`config.mk`:
```
export PLATFORM = sky130hd
export DESIGN_NAME = serial_add_ctrl_flat
export DESIGN_NICKNAME = d
export VERILOG_FILES = /design/src/rtl/serial_add_pkg.sv /design/src/rtl/serial_add_ctrl_if.sv /design/src/rtl/serial_add_ctrl_adder_nibble.sv /design/src/rtl/serial_add_ctrl.sv /design/src/flat_wrapper.sv
export SDC_FILE = /design/constraint.sdc
export NUM_CORES = 1
export LEC_CHECK = 0
export CELL_PAD_IN_SITES_DETAIL_PLACEMENT = 0
export CELL_PAD_IN_SITES_GLOBAL_PLACEMENT = 1
export CORE_MARGIN = 2
export CORE_UTILIZATION = 39
export CTS_CLUSTER_SIZE = 25
export DETAILED_ROUTE_END_ITERATION = 10
export GPL_TIMING_DRIVEN = 1
export PLACE_DENSITY_LB_ADDON = 0.1
export SYNTH_ARGS = -nofsm -noshare
export SYNTH_HDL_FRONTEND = slang
export SYNTH_HIERARCHICAL = 1
export SYNTH_SLANG_ARGS = --single-unit
export TNS_END_PERCENT = 30
```
`constraint.sdc`:
```
create_clock -name clk_i -period 5.7 [get_ports clk_i]
set_input_delay 1.425 -clock clk_i [delete_from_list [all_inputs] [get_ports clk_i]]
set_output_delay 1.425 -clock clk_i [all_outputs]
set_load 0.03 [all_outputs]
```
`src/rtl/serial_add_pkg.sv`:
```
// serial_add_pkg: shared constants, state type and sizing helpers for the
// nibble-serial adder controller. Optional feature macro: SERIAL_ADD_SUB_EN.
package serial_add_pkg;

   localparam int unsigned NIBBLE_W = 4;

   typedef enum logic [1:0] {
      IDLE = 2'd0,
      RUN  = 2'd1,
      DONE = 2'd2
   } state_t;

   // Number of nibble steps needed for a WIDTH-bit operand.
   function automatic int unsigned nib_count(input int unsigned width);
      return width / NIBBLE_W;
   endfunction

   // Width of the nibble counter (at least one bit).
   function automatic int unsigned cnt_width(input int unsigned width);
      int unsigned n;
      n = nib_count(width);
      if (n <= 1) begin
         return 1;
      end
      return $clog2(n);
   endfunction

endpackage

```
`src/rtl/serial_add_ctrl_if.sv`:
```
// serial_add_ctrl_if: requester <-> controller handshake and data bundle.
// sub_i exists only when SERIAL_ADD_SUB_EN is defined.
interface serial_add_ctrl_if #(
   parameter int unsigned WIDTH = 16
) ();

   logic             start_i;
   logic [WIDTH-1:0] a_i;
   logic [WIDTH-1:0] b_i;
`ifdef SERIAL_ADD_SUB_EN
   logic             sub_i;
`endif
   logic             ready_o;
   logic             busy_o;
   logic             valid_o;
   logic             ack_i;
   logic [WIDTH-1:0] sum_o;
   logic             c_o;

   // Requester side.
   modport master (
      output start_i, a_i, b_i, ack_i,
`ifdef SERIAL_ADD_SUB_EN
      output sub_i,
`endif
      input  ready_o, busy_o, valid_o, sum_o, c_o
   );

   // Controller side.
   modport slave (
      input  start_i, a_i, b_i, ack_i,
`ifdef SERIAL_ADD_SUB_EN
      input  sub_i,
`endif
      output ready_o, busy_o, valid_o, sum_o, c_o
   );

endinterface

```
`src/rtl/serial_add_ctrl_adder_nibble.sv`:
```
// adder_nibble: 4-bit ripple-carry adder with carry-in and carry-out; the
// single shared arithmetic stage of the serial adder.
module adder_nibble
   import serial_add_pkg::*;
(
   input  logic [NIBBLE_W-1:0] a_i,
   input  logic [NIBBLE_W-1:0] b_i,
   input  logic                c_i,
   output logic [NIBBLE_W-1:0] s_o,
   output logic                c_o
);

   logic [NIBBLE_W:0] carry;

   // Ripple the carry through one full adder per bit.
   always_comb begin
      carry    = '0;
      s_o      = '0;
      carry[0] = c_i;
      for (int unsigned i = 0; i < NIBBLE_W; i++) begin
         s_o[i]     = a_i[i] ^ b_i[i] ^ carry[i];
         carry[i+1] = (a_i[i] & b_i[i]) | (carry[i] & (a_i[i] ^ b_i[i]));
      end
      c_o = carry[NIBBLE_W];
   end

endmodule

```
`src/rtl/serial_add_ctrl.sv`:
```
// serial_add_ctrl: adds two WIDTH-bit operands through one shared 4-bit
// adder, least-significant nibble first, latency WIDTH/4 cycles.
// Optional subtract mode when SERIAL_ADD_SUB_EN is defined.
module serial_add_ctrl
   import serial_add_pkg::*;
#(
   parameter int unsigned WIDTH = 16
) (
   input  logic             clk_i,
   input  logic             rst_i,
   serial_add_ctrl_if.slave bus
);

   localparam int unsigned       NIB_CNT  = nib_count(WIDTH);
   localparam int unsigned       CNT_W    = cnt_width(WIDTH);
   localparam logic [CNT_W-1:0]  LAST_CNT = CNT_W'(NIB_CNT - 1);

   state_t             state_q;
   state_t             state_d;
   logic [WIDTH-1:0]   a_sh;
   logic [WIDTH-1:0]   b_sh;
   logic               carry_q;
   logic [CNT_W-1:0]   cnt_q;
   logic [WIDTH-1:0]   sum_q;
   logic               c_q;
   logic [NIBBLE_W-1:0] nib_sum;
   logic               nib_co;
   logic               sub_sel;
   logic               last_nib;

   // Subtract select; tied off when the feature is not built.
`ifdef SERIAL_ADD_SUB_EN
   always_comb sub_sel = bus.sub_i;
`else
   always_comb sub_sel = 1'b0;
`endif

   // Final nibble of the current operation.
   always_comb last_nib = (cnt_q == LAST_CNT);

   adder_nibble u_adder (
      .a_i (a_sh[NIBBLE_W-1:0]),
      .b_i (b_sh[NIBBLE_W-1:0]),
      .c_i (carry_q),
      .s_o (nib_sum),
      .c_o (nib_co)
   );

   // State register.
   always_ff @(posedge clk_i) begin
      if (rst_i) begin
         state_q <= IDLE;
      end else begin
         state_q <= state_d;
      end
   end

   // Next-state logic; start is only seen in IDLE, ack only in DONE.
   always_comb begin
      state_d = state_q;
      unique case (state_q)
         IDLE:    if (bus.start_i) state_d = RUN;
         RUN:     if (last_nib)    state_d = DONE;
         DONE:    if (bus.ack_i)   state_d = IDLE;
         default:                  state_d = IDLE;
      endcase
   end

   // State-decoded handshake outputs and registered result.
   always_comb begin
      bus.ready_o = (state_q == IDLE);
      bus.busy_o  = (state_q == RUN);
      bus.valid_o = (state_q == DONE);
      bus.sum_o   = sum_q;
      bus.c_o     = c_q;
   end

   // Operand load, nibble shifting, carry chaining and result assembly.
   // Subtraction is a + ~b + 1: B is inverted on load and the carry seeds 1.
   always_ff @(posedge clk_i) begin
      if (rst_i) begin
         a_sh    <= '0;
         b_sh    <= '0;
         carry_q <= 1'b0;
         cnt_q   <= '0;
         sum_q   <= '0;
         c_q     <= 1'b0;
      end else begin
         unique case (state_q)
            IDLE: begin
               if (bus.start_i) begin
                  a_sh    <= bus.a_i;
                  b_sh    <= sub_sel ? ~bus.b_i : bus.b_i;
                  carry_q <= sub_sel;
                  cnt_q   <= '0;
                  sum_q   <= '0;
               end
            end
            RUN: begin
               sum_q   <= {nib_sum, sum_q[WIDTH-1:NIBBLE_W]};
               carry_q <= nib_co;
               a_sh    <= a_sh >> NIBBLE_W;
               b_sh    <= b_sh >> NIBBLE_W;
               cnt_q   <= cnt_q + CNT_W'(1);
               if (last_nib) begin
                  c_q <= nib_co;
               end
            end
            default: ;
         endcase
      end
   end

endmodule

```
`src/flat_wrapper.sv`:
```
// flat-port wrapper written by rule: the top's interface ports become plain ports
module serial_add_ctrl_flat import serial_add_pkg::*;
#(
   parameter int unsigned WIDTH = 16
)
  (clk_i, rst_i, bus_start_i, bus_a_i, bus_b_i, bus_ack_i, bus_ready_o, bus_busy_o, bus_valid_o, bus_sum_o, bus_c_o);
  serial_add_ctrl_if #(.WIDTH(WIDTH)) bus_i ();
  input  logic clk_i;
  input  logic rst_i;
  input wire logic [$bits(bus_i.start_i)-1:0] bus_start_i;
  input wire logic [$bits(bus_i.a_i)-1:0] bus_a_i;
  input wire logic [$bits(bus_i.b_i)-1:0] bus_b_i;
  input wire logic [$bits(bus_i.ack_i)-1:0] bus_ack_i;
  output wire logic [$bits(bus_i.ready_o)-1:0] bus_ready_o;
  output wire logic [$bits(bus_i.busy_o)-1:0] bus_busy_o;
  output wire logic [$bits(bus_i.valid_o)-1:0] bus_valid_o;
  output wire logic [$bits(bus_i.sum_o)-1:0] bus_sum_o;
  output wire logic [$bits(bus_i.c_o)-1:0] bus_c_o;
  assign bus_i.start_i = bus_start_i;
  assign bus_i.a_i = bus_a_i;
  assign bus_i.b_i = bus_b_i;
  assign bus_i.ack_i = bus_ack_i;
  assign bus_ready_o = bus_i.ready_o;
  assign bus_busy_o = bus_i.busy_o;
  assign bus_valid_o = bus_i.valid_o;
  assign bus_sum_o = bus_i.sum_o;
  assign bus_c_o = bus_i.c_o;
  serial_add_ctrl #(.WIDTH(WIDTH)) u_core (.clk_i(clk_i), .rst_i(rst_i), .bus(bus_i));
endmodule
```
# Yosys cells after proc, flatten, opt, wreduce, memory -nomap -nowiden

Cells that the tools add are included.

Flip-flop bits (word level): 54
Bits of input ports: 36
Word-level logic and storage cells: 53

Add/sub/neg operators: 1
Equal/unequal tests: 6
Muxes and demuxes: 14
Bitwise logic cells: 20
Reductions and logical operators: 5

Operators by type and width:

| operator              | count |
|---|---|
| $pmux W16 S2          | 3 |
| $mux W16              | 3 |
| $and A1 B1 Y1         | 8 |
| $mux W2               | 4 |
| $xor A1 B1 Y1         | 8 |
| $pmux W2 S3           | 1 |
| $eq A2 B2 Y1 const B  | 2 |
| $ne A2 B2 Y1 const B  | 2 |
| $or A1 B1 Y1          | 4 |
| $pmux W2 S2           | 1 |
| $reduce_and A2 Y1     | 2 |
| $reduce_and A3 Y1     | 1 |
| $add A2 B1 Y2 const B | 1 |
| $eq A2 B1 Y1 const B  | 1 |
| $logic_not A2 Y1      | 1 |
| $ne A2 B1 Y1 const B  | 1 |
| $pmux W1 S2           | 1 |
| $reduce_bool A2 Y1    | 1 |
| $mux W1               | 1 |

# Logic depth before layout (Yosys ltp)

Gate-level depths: netlist of the first run.

Depth in word-level cells: 10
Depth in mapped cells: 10

# Cells and area by module

Netlist of the first run, hierarchy kept.

By module, submodules not included:

| module          | times used | cells each | area each (um^2) | sequential area each (um^2) |
|---|---|---|---|---|
| serial_add_ctrl | 1          | 214        | 2125.8           | 1081.0 |
| adder_nibble    | 1          | 14         | 117.6            | 0.0 |

# Least setup slack after synthesis of the first run

No wires, ideal clock.

Path kind: register to output
Start point: reg u_core.state_q[1]
End point: out bus_valid_o
Arrival: 1.001 ns
Data required time: 4.275 ns
Slack: 3.274 ns
Cell stages (with the launch flop): 2
Path buffers: 0
Cells stage by stage: dfxtp_1 -> nor2b_1

Word-level cells in the longest chain between the ends: 1

RTL lines:

| item                   | RTL line              | source |
|---|---|---|
| from (decl)            | serial_add_ctrl.sv:18 | `state_t state_q;` |
| from (signal assigned) | serial_add_ctrl.sv:54 | `state_q <= state_d;` |
| $eq A2 B2 Y1           | serial_add_ctrl.sv:73 | `bus.valid_o = (state_q == DONE);` |
| to (decl)              | flat_wrapper.sv:16    | `output wire logic [$bits(bus_i.valid_o)-1:0] bus_valid_o;` |

Every way passes these cells.

# Worst setup path after layout of the first run

Start point: reg u_core.state_q[0]
End point: out bus_busy_o

Word-level cells in the longest chain between the ends: 1

RTL lines:

| item         | RTL line              | source |
|---|---|---|
| $eq A2 B1 Y1 | serial_add_ctrl.sv:72 | `bus.busy_o = (state_q == RUN);` |
| to (decl)    | flat_wrapper.sv:15    | `output wire logic [$bits(bus_i.busy_o)-1:0] bus_busy_o;` |

Every way passes these cells.

==> flow_summary.yaml, run 1 <==
floorplanning:
  io_pins: 56
  die_area_sq_mm: 0.00638
  core_area_sq_mm: 0.00554
  die_w_microns: 79.8
  start_util_pct: 40.5
  die_y_microns: 79.8
  rows: 27
sta:
  post-route-min-period_ns: 3.65
  worst_pin_slew_ns: 1.02
  period_share_pct: 64.0
  hold_viol: 0
  max_clock_freq_mhz: 274
  finClkSkew_ns: 0.00313
  timing.setup.tns_ns: 0
  timing.slew.headroom_pct: 32.0
  rsz0062_at_grt: "no"
  setup_violations: 0
  drv_slew: 0
clock_tree:
  htreeDepth: 2
  cts_resized: 0
  cts.reportedPaths.clkPinSlew_ns: 0.09
  cts_buffers: 5
  clk-insertion-delay-late_ns: 0.30
  cts.sinks: 54
  holdBufCountCts: 0
  cts-root-buf: "clkbuf_8"
  max-clock-path-buffers: 2
  postCtsSetupBuffers: 0
  cts_tree: "yes"
pwr:
  max-vdd-ir-drop_mv: 0.119
  leakagePower_nw: 1.08
  powerDensity_mw_per_mm2: 270
layout:
  finalCoreUtilization_pct: 51.7
  drive_gt1_share_pct: 13.1
  n_fill_cell: 535
  areaGrowthSynthToFinish_pct: 27.6
  n_antenna_cell: 0
  nets: 314
  final_cell_mix: "clkdlybuf4s50_1, dfxtp_1, inv_1"
yosys:
  synth-seq-cells: 54
  syn_nets: 269
  yosysWarnings: 6
  yosysTopAreaCell: "dfxtp_1"
  synthDistinctLibCells: 25
  postSynthCellCount: 228
  seq_area_frac_synth_pct: 48.2
  syn_area_sq_mm: 0.00224
  synthTopCellsByArea: "dfxtp_1, o221a_2, a22oi_1"
  synth_top_area_share_pct: 48.2
  syn_avg_cell_area_sq_um: 9.84
route:
  drt_iter0_drc: 152
  antenna_left: 0
  vias: 1757
  drcViolationCount: 0
  viasPerCell: 5.08
  dr.pass1.iters: 4
  wl_per_cell_microns: 14.3
  wirelength_microns: 4940
setup_path:
  critPathArrivalTime_ns: 2.22
  timing.rr.start: "u_core/a_sh[0]"
  cp-end-kind: "primary output"
  crit_chain: "nor2b_4 -> buf_4 -> clkdlybuf4s50_1"
  cp_slowest_stage_delay_ns: 0.76
  timing.critical_path.required_ns: 4.28
  reg2reg_depth: 10
  cp.buffers_inverters: 2
  r2r_slack_ns: 3.53
  cpLargestDelayFamily: "buffers and inverters"
  path_class: "register to primary output"
  crit_fanout: 45
  startpoint_type: "register"
  reg2reg_to: "u_core/bus.sum_o[15]"
  cpMaxStageDelayCell: "clkdlybuf4s50_1"
hold_path:
  hold_end: "u_core/bus.c_o"
  hp-class: "register to register"
  holdPathStages: 2
  worstHoldStart: "u_core/bus.c_o"
global_route:
  grt_pass1_wl_microns: 8330
  antenna_found_initial: 0
  grt_use_total_pct: 16.8
  gr-total-overflow: 0
  grt_max_degree: 55
  grt_pass1_vias: 1731
place:
  portBuffers: 55
  hpwl_microns: 3200
  place.gp.congestion: 0.689
run:
  drv_cap: 0
run_status:
  outcome: "finished clean"
synthesized netlist by cell type (all sizes together):
cell	n
clkbuf	4
buf	14
a21oi	26
o221a	24
nand2b	1
nand3	1
fa	4
nor2b	2
o21bai	1
dfxtp	54
nand3b	1
ha	1
nor2	30
nor3b	1
a211oi	2
a22oi	26
inv	34
nand2	2
state kept, by name (all words and copies together) (netlist names):
name,count
u_core/cnt_q,2
u_core/state_q,2
u_core/a_sh,16
u_core/carry_q,1
u_core/bus.c_o,1
u_core/bus.sum_o,16
u_core/b_sh,16
worst max-delay path by stage:
stage / endpoint / cells past startpoint / slack [ns] / startpoint
after floorplan: bus_valid_o / 1 / 3.27 / u_core/state_q[1]
after global placement: bus_busy_o / 3 / 2.39 / u_core/state_q[0]
after detailed placement: bus_busy_o / 3 / 2.39 / u_core/state_q[0]
after CTS: bus_busy_o / 3 / 2.04 / u_core/state_q[0]
after global routing: bus_busy_o / 3 / 1.93 / u_core/state_q[0]
final: bus_busy_o / 3 / 2.05 / u_core/state_q[0]
stage by stage:
stage          setup slack, ns  cells  cell area, sq um  hold slack, ns  power [mW]
2_1_floorplan             3.27    228              2240           0.444       0.503
3_3_place_gp              2.39    338              2750           0.464       0.546
3_5_place_dp              2.39    338              2750           0.454       0.546
4_1_cts                   2.04    346              2860           0.478       0.789
5_1_grt                   1.93    346              2860           0.527       0.818
6_report                  2.05    346              2860           0.470       0.774
where the power goes:
group	switching [mW]	leakage [nW]	internal [mW]	total, mW
sequential	0.0151	0.443	0.400	0.415
clock	0.115	0.0575	0.123	0.238
combinational	0.0600	0.580	0.0605	0.121
total	0.190	1.08	0.583	0.774
cell families after synthesis:
group	after synthesis	share of synthesized area (%)
and+or+nand+nor	38	7.98
buffers and inverters	52	11.7
AOI/OAI and AO/OA	79	28.1
DFF	54	48.2
adders and majority gates	5	4.13
layout make-up:
| class | count | area [sq um] | share of cell area (%) |
|---|---|---|---|
| Sequential cell | 54 | 1080 | 37.8 |
| Multi-Input combinational cell | 122 | 901 | 31.5 |
| Timing Repair Buffer | 56 | 553 | 19.3 |
| Inverter | 34 | 128 | 4.46 |
| Clock buffer | 8 | 110 | 3.85 |
| Tap cell | 72 | 90.1 | 3.15 |
layer usage:
| layer | global-route usage, % | part of all wire (%) | vias up |
|---|---|---|---|
| met5 | 0 | 0 | - |
| li1 | - | - | 889 |
| met3 | 4.41 | 3.8 | 2 |
| met1 | 23.3 | 49 | 832 |
| met2 | 25.8 | 47 | 34 |
| met4 | 4.58 | 0.63 | 0 |
worst min-delay path, cell delays in order (launching register included):
cell	delay, ns
dfxtp_1	0.32
nand2_1	0.05
a21oi_1	0.06
No activity file was read; power rests on OpenSTA's default activity.
==> run 2, diff against run 1 <==
--- a/config.mk
+++ b/config.mk
@@ -8,7 +8,7 @@
 export CELL_PAD_IN_SITES_DETAIL_PLACEMENT = 0
 export CELL_PAD_IN_SITES_GLOBAL_PLACEMENT = 1
 export CORE_MARGIN = 2
-export CORE_UTILIZATION = 39
+export CORE_UTILIZATION = 37
 export CTS_CLUSTER_SIZE = 25
 export DETAILED_ROUTE_END_ITERATION = 10
 export GPL_TIMING_DRIVEN = 1
==> constraint.sdc (replaced) <==
create_clock -name clk_i -period 3.45 [get_ports clk_i]
set_input_delay 0.8625 -clock clk_i [delete_from_list [all_inputs] [get_ports clk_i]]
set_output_delay 0.8625 -clock clk_i [all_outputs]
set_load 0.03 [all_outputs]
==> flow_summary.yaml, run 2 (synthesis gave the netlist of run 1 again) <==
pwr:
  max-vdd-ir-drop_mv: 0.179
  sw_frac_of_total_pct: 25.8
  p_int_mw: 0.903
  finalPower_mw: 1.22
  power_frac_clock_pct: 26.9
  comb_power_share_pct: 16.7
  leakagePower_nw: 1.07
  p_sw_mw: 0.314
  power_frac_seq_pct: 56.4
  powerDensity_mw_per_mm2: 427
place:
  portBuffers: 55
  dp.cells: 343
  placed_area_sq_mm: 0.00277
  hpwl_microns: 3300
  place.gp.congestion: 0.721
  dp_slack_ns: 1.05
layout:
  areaGrowthSynthToFinish_pct: 26.9
  n_antenna_cell: 0
  drive_gt1_share_pct: 12.7
  final_cell_mix: "clkdlybuf4s50_1, dfxtp_1, inv_1"
  n_fill_cell: 578
  finalCoreUtilization_pct: 48.4
  fin_area_sq_mm: 0.00285
  nets: 316
  layout.cells.non_filler: 350
setup_path:
  timing.rr.start: "u_core/a_sh[0]"
  timing.critical_path.required_ns: 2.59
  cp-end-kind: "primary output"
  startpoint_type: "register"
  path_class: "register to primary output"
  cp-startpoint: "u_core/state_q[0]"
  crit_fanout: 8
  critPathArrivalTime_ns: 1.78
global_route:
  gr-total-overflow: 0
  met2_usage_pct: 24.2
  grt.met3_usage_pct: 4.51
  grt_use_met1_pct: 23.0
  grt_pass1_vias: 1694
  grt_max_degree: 48
  grt_pass1_wl_microns: 8260
  busiest_layer: "met2"
  grt_use_total_pct: 16.0
  antenna_found_initial: 0
hold_path:
  hp-class: "register to register"
  worstHoldStart: "u_core/bus.c_o"
route:
  viasPerCell: 5.05
  drt_iter0_drc: 174
  wirelength_microns: 5140
  antenna_left: 0
  drcViolationCount: 0
  dr.pass1.iters: 4
  wl_per_cell_microns: 14.7
  vias: 1767
sta:
  drv_slew: 0
  hold_ws_ns: 0.460
  post-route-min-period_ns: 2.64
  worst_pin_slew_ns: 0.859
  period_share_pct: 76.6
  setup_violations: 0
  max_clock_freq_mhz: 379
  hold_viol: 0
  timing.setup.tns_ns: 0
  finClkSkew_ns: 0.00384
  rsz0062_at_grt: "no"
  timing.slew.headroom_pct: 42.7
  setup_slack_ns: 0.808
clock_tree:
  holdBufCountCts: 0
  cts.sinks: 54
  htreeDepth: 2
  cts-root-buf: "clkbuf_8"
  cts_buffers: 5
  cts_tree: "yes"
  cts_resized: 0
  max-clock-path-buffers: 2
  postCtsSetupBuffers: 0
  cts.reportedPaths.clkPinSlew_ns: 0.08
  clk-insertion-delay-late_ns: 0.29
floorplanning:
  rows: 28
  die_y_microns: 81.9
  start_util_pct: 38.1
  io_pins: 56
  die_w_microns: 81.9
  core_area_sq_mm: 0.00589
  die_area_sq_mm: 0.00670
run:
  drv_cap: 0
run_status:
  outcome: "finished clean"
-- run 2: cell count changes in the layout (fill, tap and decap cells not counted) --
cell / delta
clkbuf_8: -3
buf_4: +2
clkbuf_1: +2
-- run 2: layout make-up --
| cell class | count | area (sq um) | area share (%) |
|---|---|---|---|
| repair buffers | 58 | 568 | 19.9 |
| multi-input cells | 122 | 901 | 31.6 |
| inverters | 34 | 128 | 4.48 |
| well taps | 75 | 93.8 | 3.30 |
| flip-flops and latches | 54 | 1080 | 38.0 |
| clock buffers | 7 | 76.3 | 2.68 |
-- run 2: final timing paths --
check	end	slack, ns	depth (start not counted)
setup / recovery	bus_busy_o	0.81	2
hold / removal	u_core/bus.c_o	0.46	2
setup reg to reg	u_core/bus.sum_o[15]	1.20	10
hold reg to reg	u_core/bus.c_o	0.46	2
-- run 2: per-layer routing --
layer / wire [microns] / vias to the layer above
li1: - / 889
met1: 2630 / 842
met2: 2280 / 36
met3: 226 / 0
met4: 0 / 0
met5: 0 / -
-- run 2: worst max-delay path: stages, from the launching register on --
cell and delay [ns]:
dfxtp_1 0.55, nor2b_4 0.26, clkdlybuf4s50_1 0.68
-- run 2: power groups by stage --
stage               Sequential, mW  Clock [mW]  Combinational, mW
floorplan                    0.702           0              0.130
global placement             0.702           0              0.202
detailed placement           0.702           0              0.204
CTS                          0.687       0.345              0.205
global route                 0.692       0.371              0.223
finish                       0.687       0.327              0.203
==> run 3, diff against run 2 <==
==> constraint.sdc (replaced) <==
create_clock -name clk_i -period 2.6 [get_ports clk_i]
set_input_delay 0.65 -clock clk_i [delete_from_list [all_inputs] [get_ports clk_i]]
set_output_delay 0.65 -clock clk_i [all_outputs]
set_load 0.03 [all_outputs]
==> flow_summary.yaml, run 3 (synthesis gave the netlist of run 1 again) <==
run_status:
  outcome: "finished clean"
clock_tree:
  htreeDepth: 2
  cts-root-buf: "clkbuf_8"
  cts_resized: 0
  clk-insertion-delay-late_ns: 0.30
  cts.reportedPaths.clkPinSlew_ns: 0.09
  cts_tree: "yes"
  holdBufCountCts: 0
  postCtsSetupBuffers: 0
  max-clock-path-buffers: 2
  cts.sinks: 54
  cts_buffers: 5
pwr:
  powerDensity_mw_per_mm2: 566
  max-vdd-ir-drop_mv: 0.237
  finalPower_mw: 1.63
  leakagePower_nw: 1.10
sta:
  period_share_pct: 90.9
  timing.slew.headroom_pct: 64.7
  hold_viol: 0
  rsz0062_at_grt: "no"
  drv_slew: 0
  post-route-min-period_ns: 2.36
  worst_pin_slew_ns: 0.528
  max_clock_freq_mhz: 423
  timing.setup.tns_ns: 0
  finClkSkew_ns: 0.00561
  setup_violations: 0
setup_path:
  cpLargestDelayFamily: "buffers and inverters"
  crit_fanout: 7
  path_class: "register to primary output"
  timing.critical_path.required_ns: 1.95
  crit_chain: "nor2b_1 -> clkdlybuf4s50_1"
  timing.rr.start: "u_core/a_sh[0]"
  reg2reg_to: "u_core/bus.sum_o[15]"
  r2r_slack_ns: 0.45
  cpMaxStageDelayCell: "clkdlybuf4s50_1"
  cp.buffers_inverters: 1
  startpoint_type: "register"
  cp-end-kind: "primary output"
  critPathArrivalTime_ns: 1.71
  cp_slowest_stage_delay_ns: 0.69
  reg2reg_depth: 10
floorplanning:
  rows: 28
  start_util_pct: 38.1
  core_area_sq_mm: 0.00589
  io_pins: 56
  die_y_microns: 81.9
  die_w_microns: 81.9
  die_area_sq_mm: 0.00670
hold_path:
  hp-class: "register to register"
  hold_end: "u_core/bus.c_o"
  worstHoldStart: "u_core/bus.c_o"
  holdPathStages: 2
route:
  wirelength_microns: 5110
  dr.pass1.iters: 4
  vias: 1787
  drcViolationCount: 0
  wl_per_cell_microns: 14.4
  drt_iter0_drc: 112
  viasPerCell: 5.05
  antenna_left: 0
place:
  place.gp.congestion: 0.741
  hpwl_microns: 3460
  portBuffers: 55
  placed_area_sq_mm: 0.00281
layout:
  fin_area_sq_mm: 0.00289
  nets: 320
  mostFrequentLayoutCell: "dfxtp_1"
  drive_gt1_share_pct: 14.3
  final_cell_mix: "dfxtp_1, clkdlybuf4s50_1, inv_1"
  areaGrowthSynthToFinish_pct: 28.7
  n_antenna_cell: 0
  finalCoreUtilization_pct: 49.1
global_route:
  gr-total-overflow: 0
  grt_pass1_wl_microns: 8020
  grt_use_total_pct: 15.8
  grt_max_degree: 28
  grt_pass1_vias: 1617
  antenna_found_initial: 0
run:
  drv_cap: 0
==> run 3: area by class of cell <==
cell class,count,area [sq um]
Clock buffer,7,76.3
Fill cell,581,3000
Inverter,34,128
Multi-Input combinational cell,122,901
Sequential cell,54,1080
Tap cell,75,93.8
Timing Repair Buffer,62,608
==> run 3: worst max-delay path by stage <==
stage | endpoint | slack (ns) | start | cells after the start
6_report | bus_valid_o | 0.24 | u_core/state_q[1] | 2
4_1_cts | bus_valid_o | 0.21 | u_core/state_q[1] | 2
3_3_place_gp | u_core/bus.sum_o[15] | 0.47 | u_core/a_sh[0] | 10
3_5_place_dp | u_core/bus.sum_o[15] | 0.46 | u_core/a_sh[0] | 10
5_1_grt | bus_valid_o | 0.11 | u_core/state_q[1] | 2
2_1_floorplan | u_core/bus.sum_o[15] | 0.57 | u_core/a_sh[0] | 10
==> run 3: metrics by stage <==
step                hold WS, ns  setup WS (ns)  std cells
finish                    0.464          0.237        354
global route              0.492          0.109        354
CTS                       0.463          0.212        354
detailed placement        0.449          0.458        347
global placement          0.453          0.467        347
floorplan                 0.444          0.569        228
==> run 3: worst reg2reg max path, stage by stage, from the launching register on <==
cell	delay, ns
dfxtp_1	0.34
fa_1	0.42
inv_1	0.08
fa_1	0.15
inv_1	0.05
fa_1	0.35
inv_1	0.07
fa_1	0.42
inv_1	0.07
a22oi_1	0.07
nor2_1	0.09
==> run 3: layer usage <==
metal	vias up	GRT usage, %	part of all wire, %
li1	897	-	-
met1	841	23.4	52
met2	41	22.8	43
met3	8	3.41	4.1
met4	0	4.50	1.1
met5	-	0	0
==> run 3: where the power goes <==
group / switching (mW) / internal, mW
Clock: 0.259 / 0.186
Sequential: 0.0341 / 0.877
Combinational: 0.135 / 0.143
Total: 0.428 / 1.21
